===== config.mk =====
export PLATFORM = sky130hd
export DESIGN_NAME = mmio_uart_ctrl_flat
export DESIGN_NICKNAME = d
export VERILOG_FILES = /design/src/rtl/mmio_pkg.sv /design/src/rtl/mmio_uart_ctrl_if.sv /design/src/rtl/sync_fifo.sv /design/src/rtl/mmio_uart_ctrl.sv /design/src/flat_wrapper.sv
export SDC_FILE = /design/constraint.sdc
export NUM_CORES = 1
export LEC_CHECK = 0
export ABC_AREA = 1
export BUFFER_PORTS_ARGS = -buffer_cell sky130_fd_sc_hd__clkbuf_2
export CAP_MARGIN = 25
export CORE_MARGIN = 2
export CORE_UTILIZATION = 40
export CTS_CLUSTER_DIAMETER = 50
export DETAILED_ROUTE_END_ITERATION = 7
export GPL_ROUTABILITY_DRIVEN = 0
export SETUP_SLACK_MARGIN = 0.02
export SLEW_MARGIN = 30
export SYNTH_ARGS = -nofsm -noshare
export SYNTH_HDL_FRONTEND = slang
export SYNTH_SLANG_ARGS = --single-unit

===== constraint.sdc =====
create_clock -name clk -period 1.9 [get_ports clk]
set_input_delay 0.19 -clock clk [delete_from_list [all_inputs] [get_ports clk]]
set_output_delay 0.19 -clock clk [all_outputs]
set_load 0.01 [all_outputs]

===== src/rtl/mmio_pkg.sv =====
`default_nettype none
// ============================================================================
//  Module      : mmio_pkg
//  Description : Shared constants for the MMIO UART controller: register
//                offsets, load/store control encodings and ERR bit indices.
//  Revision    : 1.0 - initial release
// ============================================================================
package mmio_pkg;

    // Register offsets within the 64-byte MMIO window
    localparam logic [5:0] OFF_STATUS  = 6'h00;
    localparam logic [5:0] OFF_RXVALID = 6'h04;
    localparam logic [5:0] OFF_TXDATA  = 6'h08;
    localparam logic [5:0] OFF_RXDATA  = 6'h0C;
    localparam logic [5:0] OFF_CYCLES  = 6'h10;
    localparam logic [5:0] OFF_INSTRS  = 6'h14;
    localparam logic [5:0] OFF_CNTRST  = 6'h18;
    localparam logic [5:0] OFF_ERR     = 6'h1C;
    localparam logic [5:0] OFF_IRQEN   = 6'h20;

    // ld_st_ctrl encodings driven by the MIPS decoder
    typedef enum logic [2:0] {
        LS_LB  = 3'b000,
        LS_LH  = 3'b001,
        LS_LW  = 3'b010,
        LS_LBU = 3'b011,
        LS_LHU = 3'b100,
        LS_SB  = 3'b101,
        LS_SH  = 3'b110,
        LS_SW  = 3'b111
    } ls_ctrl_e;

    // ERR register bit positions
    localparam int ERR_TX_OVF = 0;
    localparam int ERR_RX_UNF = 1;
    localparam int ERR_W      = 2;

    // Stores are the upper half of the encoding, except LHU which shares bit 2
    function automatic logic is_store(input logic [2:0] ls);
        return ls[2] && (ls != LS_LHU);
    endfunction

endpackage
`default_nettype wire


===== src/rtl/mmio_uart_ctrl_if.sv =====
`default_nettype none
// ============================================================================
//  Module      : mmio_uart_ctrl_if
//  Description : CPU load/store bus plus UART byte streams seen by the MMIO
//                UART controller. master = CPU/UART side, slave = controller.
//  Revision    : 1.0 - initial release
// ============================================================================
interface mmio_uart_ctrl_if #(
    parameter int DATA_W = 8
);
    logic [31:0]       addr;
    logic [31:0]       wdata;
    logic [2:0]        ld_st_ctrl;
    logic              mem_to_reg;
    logic              stall;
    logic              inst_retire;
    logic [31:0]       rdata;
    logic [DATA_W-1:0] tx_data;
    logic              tx_valid;
    logic              tx_ready;
    logic [DATA_W-1:0] rx_data;
    logic              rx_valid;
    logic              rx_ready;

    modport master (
        output addr, wdata, ld_st_ctrl, mem_to_reg, stall, inst_retire,
        output tx_ready, rx_data, rx_valid,
        input  rdata, tx_data, tx_valid, rx_ready
    );

    modport slave (
        input  addr, wdata, ld_st_ctrl, mem_to_reg, stall, inst_retire,
        input  tx_ready, rx_data, rx_valid,
        output rdata, tx_data, tx_valid, rx_ready
    );
endinterface
`default_nettype wire


===== src/rtl/sync_fifo.sv =====
`default_nettype none
// ============================================================================
//  Module      : sync_fifo
//  Description : Synchronous first-word-fall-through FIFO with occupancy
//                count. A push while full is accepted only if a pop frees
//                an entry in the same cycle; a pop while empty is ignored.
//                DEPTH must be a power of two so pointers wrap naturally.
//  Revision    : 1.0 - initial release
// ============================================================================
module sync_fifo #(
    parameter int DEPTH = 8,
    parameter int WIDTH = 8
) (
    input  wire logic                   clk,
    input  wire logic                   rst_n,
    input  wire logic                   push,
    input  wire logic                   pop,
    input  wire logic [WIDTH-1:0]       din,
    output logic      [WIDTH-1:0]       dout,
    output logic                        full,
    output logic                        empty,
    output logic      [$clog2(DEPTH):0] count
);
    localparam int AW = $clog2(DEPTH);

    logic [WIDTH-1:0] r_mem [DEPTH];
    logic [AW-1:0]    r_wr_ptr;
    logic [AW-1:0]    r_rd_ptr;
    logic [AW:0]      r_count;
    logic             w_do_push;
    logic             w_do_pop;

    assign empty     = (r_count == '0);
    assign full      = (r_count == (AW+1)'(DEPTH));
    assign count     = r_count;
    assign w_do_pop  = pop & ~empty;
    assign w_do_push = push & (~full | w_do_pop);
    // Empty FIFO presents zero rather than a stale entry
    assign dout      = empty ? '0 : r_mem[r_rd_ptr];

    // Storage write; contents need no reset because dout is masked when empty
    always_ff @(posedge clk) begin
        if (w_do_push) begin
            r_mem[r_wr_ptr] <= din;
        end
    end

    // Pointer and occupancy bookkeeping
    always_ff @(posedge clk or negedge rst_n) begin
        if (!rst_n) begin
            r_wr_ptr <= '0;
            r_rd_ptr <= '0;
            r_count  <= '0;
        end else begin
            if (w_do_push) r_wr_ptr <= r_wr_ptr + 1'b1;
            if (w_do_pop)  r_rd_ptr <= r_rd_ptr + 1'b1;
            case ({w_do_push, w_do_pop})
                2'b10:   r_count <= r_count + 1'b1;
                2'b01:   r_count <= r_count - 1'b1;
                default: r_count <= r_count;
            endcase
        end
    end
endmodule
`default_nettype wire


===== src/rtl/mmio_uart_ctrl.sv =====
`default_nettype none
// ============================================================================
//  Module      : mmio_uart_ctrl
//  Description : MMIO decoder between the MIPS datapath and the UART core.
//                TX/RX FIFOs, sticky error flags, status with FIFO levels,
//                cycle/instruction counters. Read data is combinational.
//                Optional interrupt output and IRQEN register are built when
//                MMIO_UART_IRQ_EN is defined.
//  Revision    : 1.0 - initial release
// ============================================================================
module mmio_uart_ctrl
    import mmio_pkg::*;
#(
    parameter logic [31:0] BASE_ADDR = 32'h8000_0000,
    parameter int          TX_DEPTH  = 8,
    parameter int          RX_DEPTH  = 8,
    parameter int          DATA_W    = 8
) (
    input  wire logic       clk,
    input  wire logic       rst_n,
    mmio_uart_ctrl_if.slave bus
`ifdef MMIO_UART_IRQ_EN
    ,
    output logic            irq
`endif
);
    localparam int TX_CW = $clog2(TX_DEPTH) + 1;
    localparam int RX_CW = $clog2(RX_DEPTH) + 1;

    logic              w_hit;
    logic [5:0]        w_off;
    logic              w_st;
    logic              w_ld;
    logic              w_tx_push, w_tx_pop, w_tx_full, w_tx_empty;
    logic              w_rx_push, w_rx_pop, w_rx_full, w_rx_empty;
    logic [DATA_W-1:0] w_tx_dout, w_rx_dout;
    logic [TX_CW-1:0]  w_tx_count;
    logic [RX_CW-1:0]  w_rx_count;
    logic              w_tx_ovf, w_rx_unf;
    logic              w_cnt_rst, w_err_wr;
    logic [31:0]       w_rdata;
    logic [ERR_W-1:0]  r_err;
    logic [31:0]       r_cycles;
    logic [31:0]       r_instrs;

    // Address decode and access qualification; stall kills every side effect
    assign w_hit     = (bus.addr[31:6] == BASE_ADDR[31:6]);
    assign w_off     = bus.addr[5:0];
    assign w_st      = w_hit & is_store(bus.ld_st_ctrl) & ~bus.stall;
    assign w_ld      = w_hit & bus.mem_to_reg & ~bus.stall;

    assign w_tx_push = w_st & (w_off == OFF_TXDATA);
    assign w_tx_pop  = ~w_tx_empty & bus.tx_ready;
    assign w_rx_push = bus.rx_valid & ~w_rx_full;
    assign w_rx_pop  = w_ld & (w_off == OFF_RXDATA);
    assign w_cnt_rst = w_st & (w_off == OFF_CNTRST);
    assign w_err_wr  = w_st & (w_off == OFF_ERR);

    // Overflow only when the push cannot ride on a same-cycle drain
    assign w_tx_ovf  = w_tx_push & w_tx_full & ~w_tx_pop;
    assign w_rx_unf  = w_rx_pop & w_rx_empty;

    sync_fifo #(.DEPTH(TX_DEPTH), .WIDTH(DATA_W)) u_tx_fifo (
        .clk   (clk),
        .rst_n (rst_n),
        .push  (w_tx_push),
        .pop   (w_tx_pop),
        .din   (bus.wdata[DATA_W-1:0]),
        .dout  (w_tx_dout),
        .full  (w_tx_full),
        .empty (w_tx_empty),
        .count (w_tx_count)
    );

    sync_fifo #(.DEPTH(RX_DEPTH), .WIDTH(DATA_W)) u_rx_fifo (
        .clk   (clk),
        .rst_n (rst_n),
        .push  (w_rx_push),
        .pop   (w_rx_pop),
        .din   (bus.rx_data),
        .dout  (w_rx_dout),
        .full  (w_rx_full),
        .empty (w_rx_empty),
        .count (w_rx_count)
    );

    assign bus.tx_data  = w_tx_dout;
    assign bus.tx_valid = ~w_tx_empty;
    assign bus.rx_ready = ~w_rx_full;
    assign bus.rdata    = w_rdata;

    // Store data above the character width is never consumed
    generate
        if (DATA_W < 32) begin : g_wdata_unused
            logic w_unused_wdata;
            assign w_unused_wdata = ^bus.wdata[31:DATA_W];
        end
    endgenerate

`ifdef MMIO_UART_IRQ_EN
    logic [2:0] r_irqen;
    logic       r_irq;
    logic [2:0] w_irq_cond;

    assign w_irq_cond = {|r_err, w_tx_empty, ~w_rx_empty};
    assign irq        = r_irq;

    // Interrupt enables and registered interrupt request
    always_ff @(posedge clk or negedge rst_n) begin
        if (!rst_n) begin
            r_irqen <= '0;
            r_irq   <= 1'b0;
        end else begin
            if (w_st && (w_off == OFF_IRQEN)) r_irqen <= bus.wdata[2:0];
            r_irq <= |(r_irqen & w_irq_cond);
        end
    end
`endif

    // Sticky error flags: hardware set wins, software clears by writing 1
    always_ff @(posedge clk or negedge rst_n) begin
        if (!rst_n) begin
            r_err <= '0;
        end else begin
            if (w_tx_ovf)                              r_err[ERR_TX_OVF] <= 1'b1;
            else if (w_err_wr && bus.wdata[ERR_TX_OVF]) r_err[ERR_TX_OVF] <= 1'b0;
            if (w_rx_unf)                              r_err[ERR_RX_UNF] <= 1'b1;
            else if (w_err_wr && bus.wdata[ERR_RX_UNF]) r_err[ERR_RX_UNF] <= 1'b0;
        end
    end

    // Free-running counters; a counter-reset store beats the increment
    always_ff @(posedge clk or negedge rst_n) begin
        if (!rst_n) begin
            r_cycles <= '0;
            r_instrs <= '0;
        end else if (w_cnt_rst) begin
            r_cycles <= '0;
            r_instrs <= '0;
        end else begin
            r_cycles <= r_cycles + 32'd1;
            if (bus.inst_retire && !bus.stall) r_instrs <= r_instrs + 32'd1;
        end
    end

    // Combinational read mux to the writeback stage
    always_comb begin
        w_rdata = '0;
        if (w_hit && !bus.stall) begin
            case (w_off)
                OFF_STATUS:  w_rdata = {8'h00, 8'(w_rx_count), 8'(w_tx_count),
                                        6'h00, ~w_rx_empty, ~w_tx_full};
                OFF_RXVALID: w_rdata = {31'h0, ~w_rx_empty};
                OFF_RXDATA:  w_rdata = 32'(w_rx_dout);
                OFF_CYCLES:  w_rdata = r_cycles;
                OFF_INSTRS:  w_rdata = r_instrs;
                OFF_ERR:     w_rdata = 32'(r_err);
`ifdef MMIO_UART_IRQ_EN
                OFF_IRQEN:   w_rdata = 32'(r_irqen);
`endif
                default:     w_rdata = '0;
            endcase
        end
    end
endmodule
`default_nettype wire

===== src/flat_wrapper.sv =====
// flat-port wrapper written by rule: the top's interface ports become plain ports
module mmio_uart_ctrl_flat import mmio_pkg::*;
#(
    parameter logic [31:0] BASE_ADDR = 32'h8000_0000,
    parameter int          TX_DEPTH  = 8,
    parameter int          RX_DEPTH  = 8,
    parameter int          DATA_W    = 8
)
  (clk, rst_n, bus_addr, bus_wdata, bus_ld_st_ctrl, bus_mem_to_reg, bus_stall, bus_inst_retire, bus_tx_ready, bus_rx_data, bus_rx_valid, bus_rdata, bus_tx_data, bus_tx_valid, bus_rx_ready);
  mmio_uart_ctrl_if #(.DATA_W(DATA_W)) bus_i ();
  input  wire logic clk;
  input  wire logic rst_n;
  input wire logic [$bits(bus_i.addr)-1:0] bus_addr;
  input wire logic [$bits(bus_i.wdata)-1:0] bus_wdata;
  input wire logic [$bits(bus_i.ld_st_ctrl)-1:0] bus_ld_st_ctrl;
  input wire logic [$bits(bus_i.mem_to_reg)-1:0] bus_mem_to_reg;
  input wire logic [$bits(bus_i.stall)-1:0] bus_stall;
  input wire logic [$bits(bus_i.inst_retire)-1:0] bus_inst_retire;
  input wire logic [$bits(bus_i.tx_ready)-1:0] bus_tx_ready;
  input wire logic [$bits(bus_i.rx_data)-1:0] bus_rx_data;
  input wire logic [$bits(bus_i.rx_valid)-1:0] bus_rx_valid;
  output wire logic [$bits(bus_i.rdata)-1:0] bus_rdata;
  output wire logic [$bits(bus_i.tx_data)-1:0] bus_tx_data;
  output wire logic [$bits(bus_i.tx_valid)-1:0] bus_tx_valid;
  output wire logic [$bits(bus_i.rx_ready)-1:0] bus_rx_ready;
  assign bus_i.addr = bus_addr;
  assign bus_i.wdata = bus_wdata;
  assign bus_i.ld_st_ctrl = bus_ld_st_ctrl;
  assign bus_i.mem_to_reg = bus_mem_to_reg;
  assign bus_i.stall = bus_stall;
  assign bus_i.inst_retire = bus_inst_retire;
  assign bus_i.tx_ready = bus_tx_ready;
  assign bus_i.rx_data = bus_rx_data;
  assign bus_i.rx_valid = bus_rx_valid;
  assign bus_rdata = bus_i.rdata;
  assign bus_tx_data = bus_i.tx_data;
  assign bus_tx_valid = bus_i.tx_valid;
  assign bus_rx_ready = bus_i.rx_ready;
  mmio_uart_ctrl #(.BASE_ADDR(BASE_ADDR), .TX_DEPTH(TX_DEPTH), .RX_DEPTH(RX_DEPTH), .DATA_W(DATA_W)) u_core (.clk(clk), .rst_n(rst_n), .bus(bus_i));
endmodule

# After elaboration in Yosys (flattened, before gate mapping)
# Memory sizes are Yosys's and may differ from the RTL's.
# Cells that the tools add are included.
# word_totals
ff_bits	86
mem_bits_rw	128
out_inout_bits	42
n_memories	2
# op_classes
addsub	10
n_eq_ne	15
n_mux	17
n_bitwise	25
n_reduce_logical	14
# mem_list
memory	depth	width	rd	rd_clocked_by_memory_dff	write_ports	line	rtl
u_core.u_rx_fifo.r_mem	8	8	1	0	1	sync_fifo.sv:26	logic [WIDTH-1:0] r_mem [DEPTH];
u_core.u_tx_fifo.r_mem	8	8	1	0	1	sync_fifo.sv:26	
# ops
operator	n
case mux 32 bit (6 select lines)	1
two-way mux 32 bit	4
adder 32 x 1 -> 32 bit, second input constant	2
== test 26 bit, second input constant	1
== test 6 x 5 -> 1 bit, second input constant	4
bitwise AND 1 bit	17
two-way mux 8 bit	2
case mux 4 bit (2 select lines)	2
adder 3 x 1 -> 3 bit, second input constant	4
== test 6 x 4 -> 1 bit, second input constant	2
nonzero test 2 bit	5
adder 4 x 1 -> 4 bit, second input constant	2
== test 4 bit, second input constant	2
zero test 4 bit	2
two-way mux 1 bit	8
subtractor 4 x 1 -> 4 bit, second input constant	2
== test 6 x 3 -> 1 bit, second input constant	1
zero test 6 bit	1
NOT 1 bit	6
logical AND 1 bit	5
== test 2 x 1 -> 1 bit, second input constant	2
== test 2 bit, second input constant	2
inequality test 3 bit, second input constant	1
OR 1 bit	2
zero test 1 bit	1

# Depth between registers and ports, before layout
# Gate-level depths: netlist (run 1).
# depth
ltp_word	9
mapped_depth	15
ltp_nobuf	15

# Hierarchy
# From an unflattened synthesis (run 1), not the netlist that was laid out.
# hier_totals
cells_unflattened	1351
area_unflattened_um2	11473.5
# by_module_without_submodules
mod	instances	cells_each	area_each_um2
mmio_uart_ctrl	1	808	5088.6
sync_fifo (u_core.u_rx_fifo)	1	271	3205.6
sync_fifo (u_core.u_tx_fifo)	1	272	3179.3

# Worst setup path before layout (run 1)
# Ideal clock, no wire load.
# synth_path
path_kind	register to register
from	reg u_core.u_tx_fifo.r_count[0] (netlist: u_core.u_tx_fifo.count[0])
to	reg u_core.u_tx_fifo.r_count[3] (netlist: u_core.u_tx_fifo.count[3])
setup_ns	0.123
arrival_time_ns	2.047
setup_slack_ns	-0.271
stages_incl_launch_ff	15
path_buffers	0
period_less_slack_ns	2.171
path_cell_list	dfrtp_1 nor2_1 nand3_2 nand2_1 nand2_1 nand4_1 ha_1 ha_1 nand2_1 nand2_1 a21oi_1 nor2_1 nor2_1 nand2_1 xor2_1
# synth_via
elab_chain_len	8
word_cells_on_any_way	14
# synth_lines
item	line	rtl
start: declaration	sync_fifo.sv:29	logic [AW:0] r_count;
start signal: assignment	sync_fifo.sv:58	2'b10: r_count <= r_count + 1'b1;
start signal: assignment	sync_fifo.sv:59	2'b01: r_count <= r_count - 1'b1;
start signal: assignment	sync_fifo.sv:60	default: r_count <= r_count;
zero test 4 bit (*)	sync_fifo.sv:33	assign empty = (r_count == '0);
NOT 1 bit (*)	--	
net bus_tx_valid	flat_wrapper.sv:24	output wire logic [$bits(bus_i.tx_valid)-1:0] bus_tx_valid;
bitwise AND 1 bit	mmio_uart_ctrl.sv:53	assign w_tx_pop = ~w_tx_empty & bus.tx_ready;
bitwise AND 1 bit (*)	sync_fifo.sv:36	assign w_do_pop = pop & ~empty;
OR 1 bit	sync_fifo.sv:37	assign w_do_push = push & (~full | w_do_pop);
bitwise AND 1 bit	sync_fifo.sv:37	
== test 2 x 1 -> 1 bit / == test 2 bit (equally long branches)	sync_fifo.sv:57	case ({w_do_push, w_do_pop})
case mux 4 bit (2 select lines) / nonzero test 2 bit (equally long branches)	--	
# The timed path passes the listed nets; every way through them passes the cells marked *.
# A chain may end at the register's enable or synchronous reset.

# Final worst setup path (run 1)
# layout_path
from	reg u_core.u_rx_fifo.r_rd_ptr[0]
to	out bus_rdata[7]
# layout_via
elab_chain_len	4
# layout_lines
item	line	rtl
start: declaration	sync_fifo.sv:28	logic [AW-1:0] r_rd_ptr;
start signal: assignment	sync_fifo.sv:56	if (w_do_pop) r_rd_ptr <= r_rd_ptr + 1'b1;
memory (8 x 8 bit)	--	
two-way mux 8 bit	sync_fifo.sv:39	assign dout = empty ? '0 : r_mem[r_rd_ptr];
case mux 32 bit (6 select lines)	mmio_uart_ctrl.sv:150	case (w_off)
two-way mux 32 bit	mmio_uart_ctrl.sv:149	if (w_hit && !bus.stall) begin
end: declaration	flat_wrapper.sv:22	output wire logic [$bits(bus_i.rdata)-1:0] bus_rdata;
# Every way passes these cells.

==> run metrics, run 1 <==
outcome finished with violations; failing checks negative setup slack; Setup CP Type register to primary output; CTS Buf Count 28; Max IR drop VDD between 0.8 and 0.9 mV; leakage between 0.006 and 0.007 uW; Reg power frac 36.8%; Primary FF master, synth edfxtp_1; Die W between 150 and 200 microns; initial core utilization between 40% and 50%; Psw ~4700 uW; syn_nets roughly 1300; RSZ-0062 raised after global routing yes; P&R area growth vs syn 36.0%; Mapped Area between 0.01 and 0.015 sq mm; Clock power frac between 30 and 40%; DIE AREA 0.0287 sq mm; area leader, netlist edfxtp_1; Max-slew headroom roughly 67%; most common cell after layout, fill and taps aside nor2_1; top cells by area, synth edfxtp_1 35%, dfrtp_1 20%, nor2_1 8.2%; Max Clk Rate around 0.44 GHz; Max Cap Viol 0; Final Util a little under three fifths; Layout Skew 29.3 ps; detailed-route wire length per cell 15.8 microns; vias in the first global route just over 9000; Ys Warns 0; io pins roughly 120; initial antenna violation count 0; setup ws final -385 ps; initial DRC count approximately 540; asr flop ratio synth approximately two fifths; root buf cell clkbuf_16; first-pass GRT wire length ~47000 microns; CP endpoint kind primary output; number of synthesized register bits about 210; CP arrival roughly 2100 ps; GRT overflow 0; antenna diode count 0; Synth cell types 45; Synth Area per Inst just under 9 sq um; P_int 10600 uW; FP Rows 60; worst-margin pin slew ~500 ps; Yosys top cell area share 35.2%; switch share just over 30%; post-route DRC violation count 0; most frequent cells in the layout 215 x nor2_1, 202 x nand2_1, 128 x edfxtp_1; Place WS -339 ps; Hold Vio Cnt, Final 0; DRT Pass-1 Iters 5; Critical Path Fanout Max 6; Clock Latency Late Sink around 550 ps; Slew Viols, Final 0; dpl hpwl 20400 microns; clock buffer depth 3; H-tree depth 1; Die Y about 170 microns; DRT antenna net count 0; via/cell ratio around 5.1; combinational group share of total power between 30 and 40%; final setup violating endpoints 21; core area 0.0269 sq mm; EDFF count, synth 128; clk sinks about 210; register area share after synthesis between 50% and 60%; largest net degree at the start of global routing 42; Tcrit/Tclk final 120%; fin nets between 1500 and 2000; pwr dens between 1000 and 1500 mW/mm^2; CTS tree yes; Tmin final about 2300 ps; PortBufs ~100; Req. time, crit path 1710 ps; Gate Count Post-Synth around 1200; total wire length about 29000 microns; min-delay worst type primary input to register; Clock Pin Slew Worst Setup and Hold Paths 50 ps; routed vias roughly 9400; GRT Total Usage approximately a fifth; reg-to-reg slack, setup -180 ps; share of cells above drive strength 1 between 30% and 40%; Startpoint Class register
==> sequential cells by signal (all words and copies together) (netlist names) <==
register	count
u_core.u_rx_fifo.r_mem	64
u_core.u_tx_fifo.r_mem	64
u_core.r_cycles	32
u_core.r_instrs	32
u_core.u_rx_fifo.count	4
u_core.u_tx_fifo.count	4
u_core.u_rx_fifo.r_rd_ptr	3
u_core.u_rx_fifo.r_wr_ptr	3
u_core.u_tx_fifo.r_rd_ptr	3
u_core.u_tx_fifo.r_wr_ptr	3
u_core.r_err	2
==> worst paths after layout <==
kind / start / to / depth (start not counted)
setup / recovery: u_core.u_rx_fifo.r_rd_ptr[0] / bus_rdata[7] / 8
hold / removal: bus_rx_valid / u_core.u_rx_fifo.r_wr_ptr[0] / 5
setup reg to reg: u_core.u_tx_fifo.count[1] / u_core.u_tx_fifo.count[3] / 14
hold reg to reg: u_core.r_err[1] / u_core.r_err[1] / 2
max in group asynchronous: rst_n / u_core.r_cycles[1] / 3
min in group asynchronous: rst_n / u_core.r_cycles[29] / 2
==> stage by stage <==
stage               hold slack (ps)  power [uW]  std cells  cell area (sq um)  TNS (ps)
floorplan                      -106        7400       1234              11000      -282
detailed placement              192        8780       1746              12700     -7800
CTS                             112       15000       1839              14500     -4780
finish                          118       15300       1848              14900     -4360
global route                    132       16100       1848              14900     -6730
global placement                183        8700       1746              12700     -7100
==> power by group through the flow <==
stage	combinational (uW)	sequential [uW]	clock, uW
global placement	3040	5670	0
floorplan	1740	5660	0
global route	5060	5680	5340
CTS	4300	5600	5140
detailed placement	3100	5680	0
finish	4640	5630	5040
==> synth_stat cells (2+ instances only) <==
| master | n |
|---|---|
| a21oi_1 | 28 |
| a221oi_1 | 2 |
| a22oi_1 | 20 |
| a31oi_1 | 12 |
| and3_1 | 2 |
| buf_2 | 14 |
| clkbuf_1 | 15 |
| clkinv_1 | 2 |
| dfrtp_1 | 86 |
| edfxtp_1 | 128 |
| ha_1 | 12 |
| inv_1 | 115 |
| inv_2 | 21 |
| nand2_1 | 219 |
| nand2_2 | 8 |
| nand3_1 | 67 |
| nand3_2 | 5 |
| nand3b_1 | 5 |
| nand4_1 | 26 |
| nor2_1 | 238 |
| nor2_2 | 15 |
| nor2_4 | 6 |
| nor3_1 | 17 |
| nor3_2 | 3 |
| nor3_4 | 3 |
| o211ai_1 | 9 |
| o21a_1 | 2 |
| o21ai_0 | 81 |
| o21ai_1 | 4 |
| o21bai_1 | 4 |
| o22ai_1 | 14 |
| or2_2 | 12 |
| xnor2_1 | 9 |
| xor2_1 | 19 |
==> logic make-up after synthesis <==
kind of cell    share of synthesized area (%)
fa+ha+maj                                1.56
buf+inv                                  6.00
simple gates                             25.8
xor+xnor                                 2.24
flops                                    54.9
compound gates                           9.57
==> per-layer routing <==
metal  share of wire, %  global-route usage, %  vias up
met5                  0                      0        -
met3                3.8                   2.50       54
li1                   -                      -     4657
met1                 43                   25.9     4482
met4                2.3                   5.46        0
met2                 51                   36.7      199
==> worst max-delay path, cell delays in order (launching register included) <==
cell and delay [ps]:
dfrtp_2 450, inv_4 110, buf_12 130, buf_12 110, nor2_2 30, o211ai_1 190, nand3_1 160, a21oi_2 220
buf_2 160
==> final cells by class <==
class | count | area [sq um]
clock buffers | 33 | 719
clock inverters | 17 | 174
fillers | 2370 | 12000
inverters | 138 | 541
multi-input cells | 851 | 4850
flip-flops and latches | 214 | 6000
well taps | 341 | 427
repair buffers | 254 | 2150
==> timing repair <==
action | CTS | global route
hold buffers | 19 | 0
buffers inserted | 20 | 13
gates cloned | 7 | 1
pin swaps | 42 | 68
endpoints found under the hold margin | 163 | 0
gates resized for setup | 117 | 121
setup endpoints to repair | 60 | 105
Power figures use the tool's default switching activity.
==> inputs of run 2 (changes only) <==
--- a/config.mk
+++ b/config.mk
@@ -13,7 +13,7 @@
 export CTS_CLUSTER_DIAMETER = 50
 export DETAILED_ROUTE_END_ITERATION = 7
 export GPL_ROUTABILITY_DRIVEN = 0
-export SETUP_SLACK_MARGIN = 0.02
+export SETUP_SLACK_MARGIN = 0.1
 export SLEW_MARGIN = 30
 export SYNTH_ARGS = -nofsm -noshare
 export SYNTH_HDL_FRONTEND = slang
==> run metrics, run 2 (same netlist as run 1, synthesis figures left out) <==
Slew Viols, Final 0; DIE AREA roughly 0.029 sq mm; CP top delay family compound AO/OA/AOI/OAI gates; fill count about 2300; DRT antenna net count 0; setup ws final -387 ps; Die W ~170 microns; grt met2 use a little over a third; most used cell, CP o211ai_1; pwr dens around 1100 mW/mm^2; GRT overflow 0; Final Util between 50% and 60%; Clock Pin Slew Worst Setup and Hold Paths about 60 ps; Finished Layout Cells about 1900; Max-slew headroom roughly two thirds; Max Cap Viol 0; most frequent cells in the layout 205 x nand2_1, 190 x nor2_1, 128 x edfxtp_1; CP peak stage delay roughly 460 ps; Most Crowded Layer GR met2; outcome finished with violations; fin nets roughly 1600; RSZ-0062 raised after global routing yes; largest net degree at the start of global routing 43; reg2reg start u_core.u_tx_fifo.count[1]; WP buf/inv 3; Largest regs u_core.u_rx_fifo.r_mem (64), u_core.u_tx_fifo.r_mem (64); initial DRC count between 500 and 600; P&R area growth vs syn 39.5%; post-route DRC violation count 0; reg2reg end u_core.u_tx_fifo.count[3]; initial core utilization 40.7%; leakage about 0.0066 uW; Critical Path Fanout Max 20; min-delay worst type primary input to async pin; Layout Skew around 30 ps; Die Y 169 microns; CTS tree yes; H-tree depth 1; antenna diode count 0; share of cells above drive strength 1 between 30% and 40%; first-pass GRT wire length roughly 47000 microns; Cell Area, Placed ~0.013 sq mm; root buf cell clkbuf_16; worst-margin pin slew 479 ps; dpl cells between 1500 and 2000; Hold Vio Cnt, Final 0; cell chain of the critical path inv_2 -> buf_12 -> nor2_1 -> o211ai_1 -> o211ai_1 -> a21oi_2 -> buf_2; Startpoint Class register; final setup violating endpoints 55; vias in the first global route 9360; Max Clk Rate ~0.44 GHz; Tcrit/Tclk final 120%; Setup CP Type register to primary output; most common cell after layout, fill and taps aside nand2_1; routed vias roughly 9400; Max IR drop VDD roughly 0.74 mV; CP endpoint kind primary output; clk sinks between 200 and 250; DRT Pass-1 Iters 5; total wire length 30000 microns; CTS Buf Count 28; met3 Use GR between 2 and 3%; met1 Resource Use GR roughly 25%; detailed-route wire length per cell between 15 and 20 microns; Clock Latency Late Sink roughly 550 ps; slowest cell on the critical path dfrtp_2; io pins about 120; reg-to-reg slack, setup -150 ps; core area 0.0269 sq mm; R2R depth 14; CP arrival about 2100 ps; PortBufs between 90 and 100; Final Instance Area 0.0152 sq mm; Tmin final approximately 2300 ps; clock buffer depth 3; Tot Pwr about 16000 uW; failing checks negative setup slack; GRT Total Usage between 20% and 30%; dpl hpwl around 20000 microns; FP Rows 60; via/cell ratio 5.04; Req. time, crit path 1710 ps; initial antenna violation count 0
[run 2: cell count changes in the layout (fill, tap and decap cells not counted), sizes merged]
cell and change:
clkinv +3, clkinvlp -2, buf +20, bufinv +2, inv +4, clkbuf -10
[run 2: worst max path at each step]
| stage | slack, ps | startpoint | depth (start not counted) | end |
|---|---|---|---|---|
| finish | -390 | u_core.u_rx_fifo.r_rd_ptr[0] | 7 | bus_rdata[5] |
| floorplan | -170 | u_core.u_tx_fifo.count[1] | 14 | u_core.u_tx_fifo.count[3] |
| CTS | -360 | u_core.u_rx_fifo.r_rd_ptr[0] | 8 | bus_rdata[3] |
| global placement | -280 | bus_addr[15] | 16 | u_core.u_tx_fifo.count[3] |
| detailed placement | -310 | bus_addr[15] | 16 | u_core.u_tx_fifo.count[3] |
| global route | -460 | u_core.u_rx_fifo.r_rd_ptr[0] | 7 | bus_rdata[7] |
[run 2: final cells by class]
| class | count | area [sq um] | area share (%) |
|---|---|---|---|
| Clock buffer | 28 | 701 | 4.60 |
| Clock inverter | 24 | 292 | 1.91 |
| Multi-Input combinational cell | 851 | 5000 | 32.8 |
| Timing Repair Buffer | 269 | 2270 | 14.9 |
| Tap cell | 341 | 427 | 2.80 |
| Inverter | 138 | 543 | 3.56 |
| Sequential cell | 214 | 6000 | 39.4 |
[run 2: routing by layer]
metal / share of wire [%] / wire, microns
met1: 42 / 12700
met2: 50 / 15100
met3: 3.8 / 1150
met4: 3.7 / 1120
met5: 0 / 0
[run 2: power by group]
| part | total [uW] | internal (uW) | switching [uW] |
|---|---|---|---|
| Clock | 5560 | 3330 | 2230 |
| Combinational | 4940 | 2370 | 2570 |
| Sequential | 5650 | 5370 | 286 |
| Total | 16200 | 11100 | 5090 |
[run 2: per-stage QoR]
stage	setup WS (ps)	setup TNS (ps)	hold slack [ps]
finish	-387	-6150	122
global route	-460	-12610	156
CTS	-363	-7880	115
detailed placement	-305	-7890	173
global placement	-275	-6710	168
floorplan	-170	-282	-106
[run 2: repair_timing]
item,in CTS,in global routing
hold buffers,19,0
gates cloned,4,3
resized for setup,131,155
endpoints found under the setup margin,95,172
pin swaps,39,64
setup buffers,21,24
endpoints found under the hold margin,183,0
==> inputs of run 3 (changes only) <==
--- a/config.mk
+++ b/config.mk
@@ -8,6 +8,7 @@
 export ABC_AREA = 1
 export BUFFER_PORTS_ARGS = -buffer_cell sky130_fd_sc_hd__clkbuf_2
 export CAP_MARGIN = 25
+export CORE_ASPECT_RATIO = 0.75
 export CORE_MARGIN = 2
 export CORE_UTILIZATION = 40
 export CTS_CLUSTER_DIAMETER = 50
@@ -17,4 +18,5 @@
 export SLEW_MARGIN = 30
 export SYNTH_ARGS = -nofsm -noshare
 export SYNTH_HDL_FRONTEND = slang
+export SYNTH_HIERARCHICAL = 1
 export SYNTH_SLANG_ARGS = --single-unit
==> run metrics, run 3 <==
outcome finished with violations; failing checks negative setup slack; DRT antenna net count 0; EDFF count, synth ~130; final setup violating endpoints 86; Finished Layout Cells 2020; WHS ~24 ps; top cells by area, synth edfxtp_1 34%, dfrtp_1 19%, nor2_1 9.3%; fill count approximately 2500; simple-gate share of the synthesized area between 20 and 30%; CP endpoint kind primary output; most common cell after layout, fill and taps aside nand2_1; fin nets approximately 1700; largest net degree at the start of global routing between 40 and 50; Critical Path Fanout Max 9; slowest cell on the critical path dfrtp_2; most used cell, CP nor2_1; clock buffer depth 3; Ys Warns 6; Gate Count Post-Synth roughly 1400; H-tree depth 1; synth cell count leaders 284 x nor2_1, 257 x nand2_1, 161 x inv_1; clk sinks about 210; Req. time, crit path roughly 1700 ps; pwr dens approximately 1000 mW/mm^2; dpl cells 1905; DIE AREA between 0.03 and 0.04 sq mm; Die Y about 150 microns; Slew Viols, Final 0; Clock Pin Slew Worst Setup and Hold Paths 60 ps; Max-slew headroom about two thirds; most frequent cells in the layout 244 x nand2_1, 237 x nor2_1, 150 x inv_1; via/cell ratio roughly 5; register area ~0.0060 sq mm; syn_nets approximately 1400; Die W between 150 and 200 microns; Primary FF master, synth edfxtp_1; Layout Skew approximately 22 ps; asr flop ratio synth about two fifths; Max Cap Viol 0; register area share after synthesis a little over half; area of the multi-input gates approximately 0.0053 sq mm; leakage between 0.006 and 0.007 uW; post-route DRC violation count 0; Clock Latency Late Sink between 500 and 600 ps; Max IR drop VDD 0.787 mV; first-pass GRT wire length 50400 microns; Hold Vio Cnt, Final 0; RSZ-0062 raised after global routing yes; GRT Total Usage 22.1%; Tcrit/Tclk final 132%; PortBufs 99; io pins between 100 and 150; Setup CP Type register to primary output; CTS tree yes; initial antenna violation count 1; worst-margin pin slew ~520 ps; DRT Pass-1 Iters 6; number of synthesized register bits between 200 and 250; P&R area growth vs syn 36.0%; dpl hpwl between 20000 and 25000 microns; CTS Buf Count 24; share of cells above drive strength 1 about 30%; Largest regs u_core/u_rx_fifo/r_mem (64), u_core/u_tx_fifo/r_mem (64); area leader, netlist edfxtp_1; initial core utilization between 40 and 50%; routed vias 10100; vias in the first global route between 9000 and 10000; GRT overflow 0; core area around 0.028 sq mm; initial DRC count roughly 800; Synth Area in XOR/XNOR 1.76%; top-count cell post-synth nor2_1; Synth Area in Adders between 1 and 1.5%; Synth Area per Inst roughly 8.5 sq um; CP arrival about 2300 ps; mux contribution to synthesized area less than 1%; min-delay worst type primary input to register; compound-cell area share of the yosys netlist a little under a tenth; Max Clk Rate 0.399 GHz; main combinational cell family by area after synthesis simple AND/OR/NAND/NOR gates; cell chain of the critical path inv_6 -> nor2_1 -> o22ai_2 -> buf_4 -> nor2_1 -> nor2_2 -> nand2_1 -> o21ai_1 -> nor2_1 -> a21boi_1 -> buf_4 -> buf_6; CP peak stage delay between 400 and 500 ps; root buf cell clkbuf_16; Tmin final about 2500 ps; setup ws final -608 ps; Yosys top cell area share about a third; Synth cell types between 50 and 60; Mapped Area around 0.011 sq mm; Startpoint Class register; FP Rows 53; detailed-route wire length per cell approximately 17 microns; total wire length about 34000 microns
run 3: changes by cell type after synthesis, moves of 13 or more:
| cell | change |
|---|---|
| nand3_1 | +16 |
| clkbuf_1 | -14 |
| nor2_1 | +46 |
| nand2_1 | +38 |
| a21oi_1 | -13 |
| inv_1 | +46 |
| o21ai_1 | +56 |
| o21ai_0 | -42 |
run 3: path summary, 6_finish.rpt:
check,start,endpoint,slack (ps),depth (start not counted)
setup / recovery,u_core/u_rx_fifo/r_rd_ptr[0],bus_rdata[0],-610,12
hold / removal,bus_wdata[0],u_core/u_tx_fifo/r_mem[7][0],20,1
setup reg to reg,u_core/u_rx_fifo/count[0],u_core/u_rx_fifo/count[2],-350,15
hold reg to reg,u_core/r_err[1],u_core/r_err[1],470,2
max in group asynchronous,rst_n,u_core/u_rx_fifo/r_rd_ptr[1],1190,3
min in group asynchronous,rst_n,u_core/r_cycles[26],150,2
run 3: cells by family after synthesis:
family,after synthesis
AND/OR/NAND/NOR,716
AO/OA/AOI/OAI,178
buffers and inverters,207
XOR/XNOR,23
adder cells (fa/ha/maj),12
flip-flops,214
multiplexers,1
run 3: critical path, delay by kind of cell (launching register included):
family / cells / cell delay [ps]
simple gates: 5 / 390
buf+inv: 4 / 500
compound gates: 3 / 410
flops: 1 / 460
run 3: through the flow:
| step | setup slack [ps] | setup TNS [ps] | utilization (%) | total power [uW] | cell area [sq um] |
|---|---|---|---|---|---|
| after floorplan | -49.1 | -830 | - | 8190 | 11800 |
| after global placement | -425 | -38370 | 48.1 | 9550 | 13500 |
| after detailed placement | -433 | -45590 | 48.1 | 9630 | 13500 |
| after CTS | -663 | -6790 | 53.7 | 15100 | 15100 |
| after global routing | -741 | -22230 | 55.5 | 16400 | 15600 |
| final | -608 | -17280 | 55.5 | 15600 | 15600 |
run 3: area by class of cell:
type / count / share of cell area, %
Antenna cell: 1 / 0.0160
Clock buffer: 25 / 3.87
Clock inverter: 19 / 0.995
Inverter: 173 / 4.48
Multi-Input combinational cell: 930 / 33.8
Sequential cell: 214 / 38.5
Tap cell: 385 / 3.09
Timing Repair Buffer: 272 / 15.3
Timing Repair inverter: 1 / 0.0241
run 3: per-layer routing:
metal | track usage, % | up-vias | share of wire [%]
li1 | - | 4967 | -
met1 | 33.9 | 4810 | 48
met2 | 32.2 | 295 | 43
met3 | 4.01 | 46 | 7.2
met4 | 5.00 | 0 | 1.8
met5 | 0 | - | 0
run 3: timing repair:
item                                   CTS  global route
hold buffers                            17             0
setup buffers                           28            23
pin swaps                               51            72
gates cloned                             5             3
endpoints found under the hold margin  167             0
setup endpoints to repair              107           129
resized for setup                      112            99
run 3: where the power goes:
part	internal, uW	switching (uW)
clock network	2490	1990
registers	5390	338
logic	2470	2950
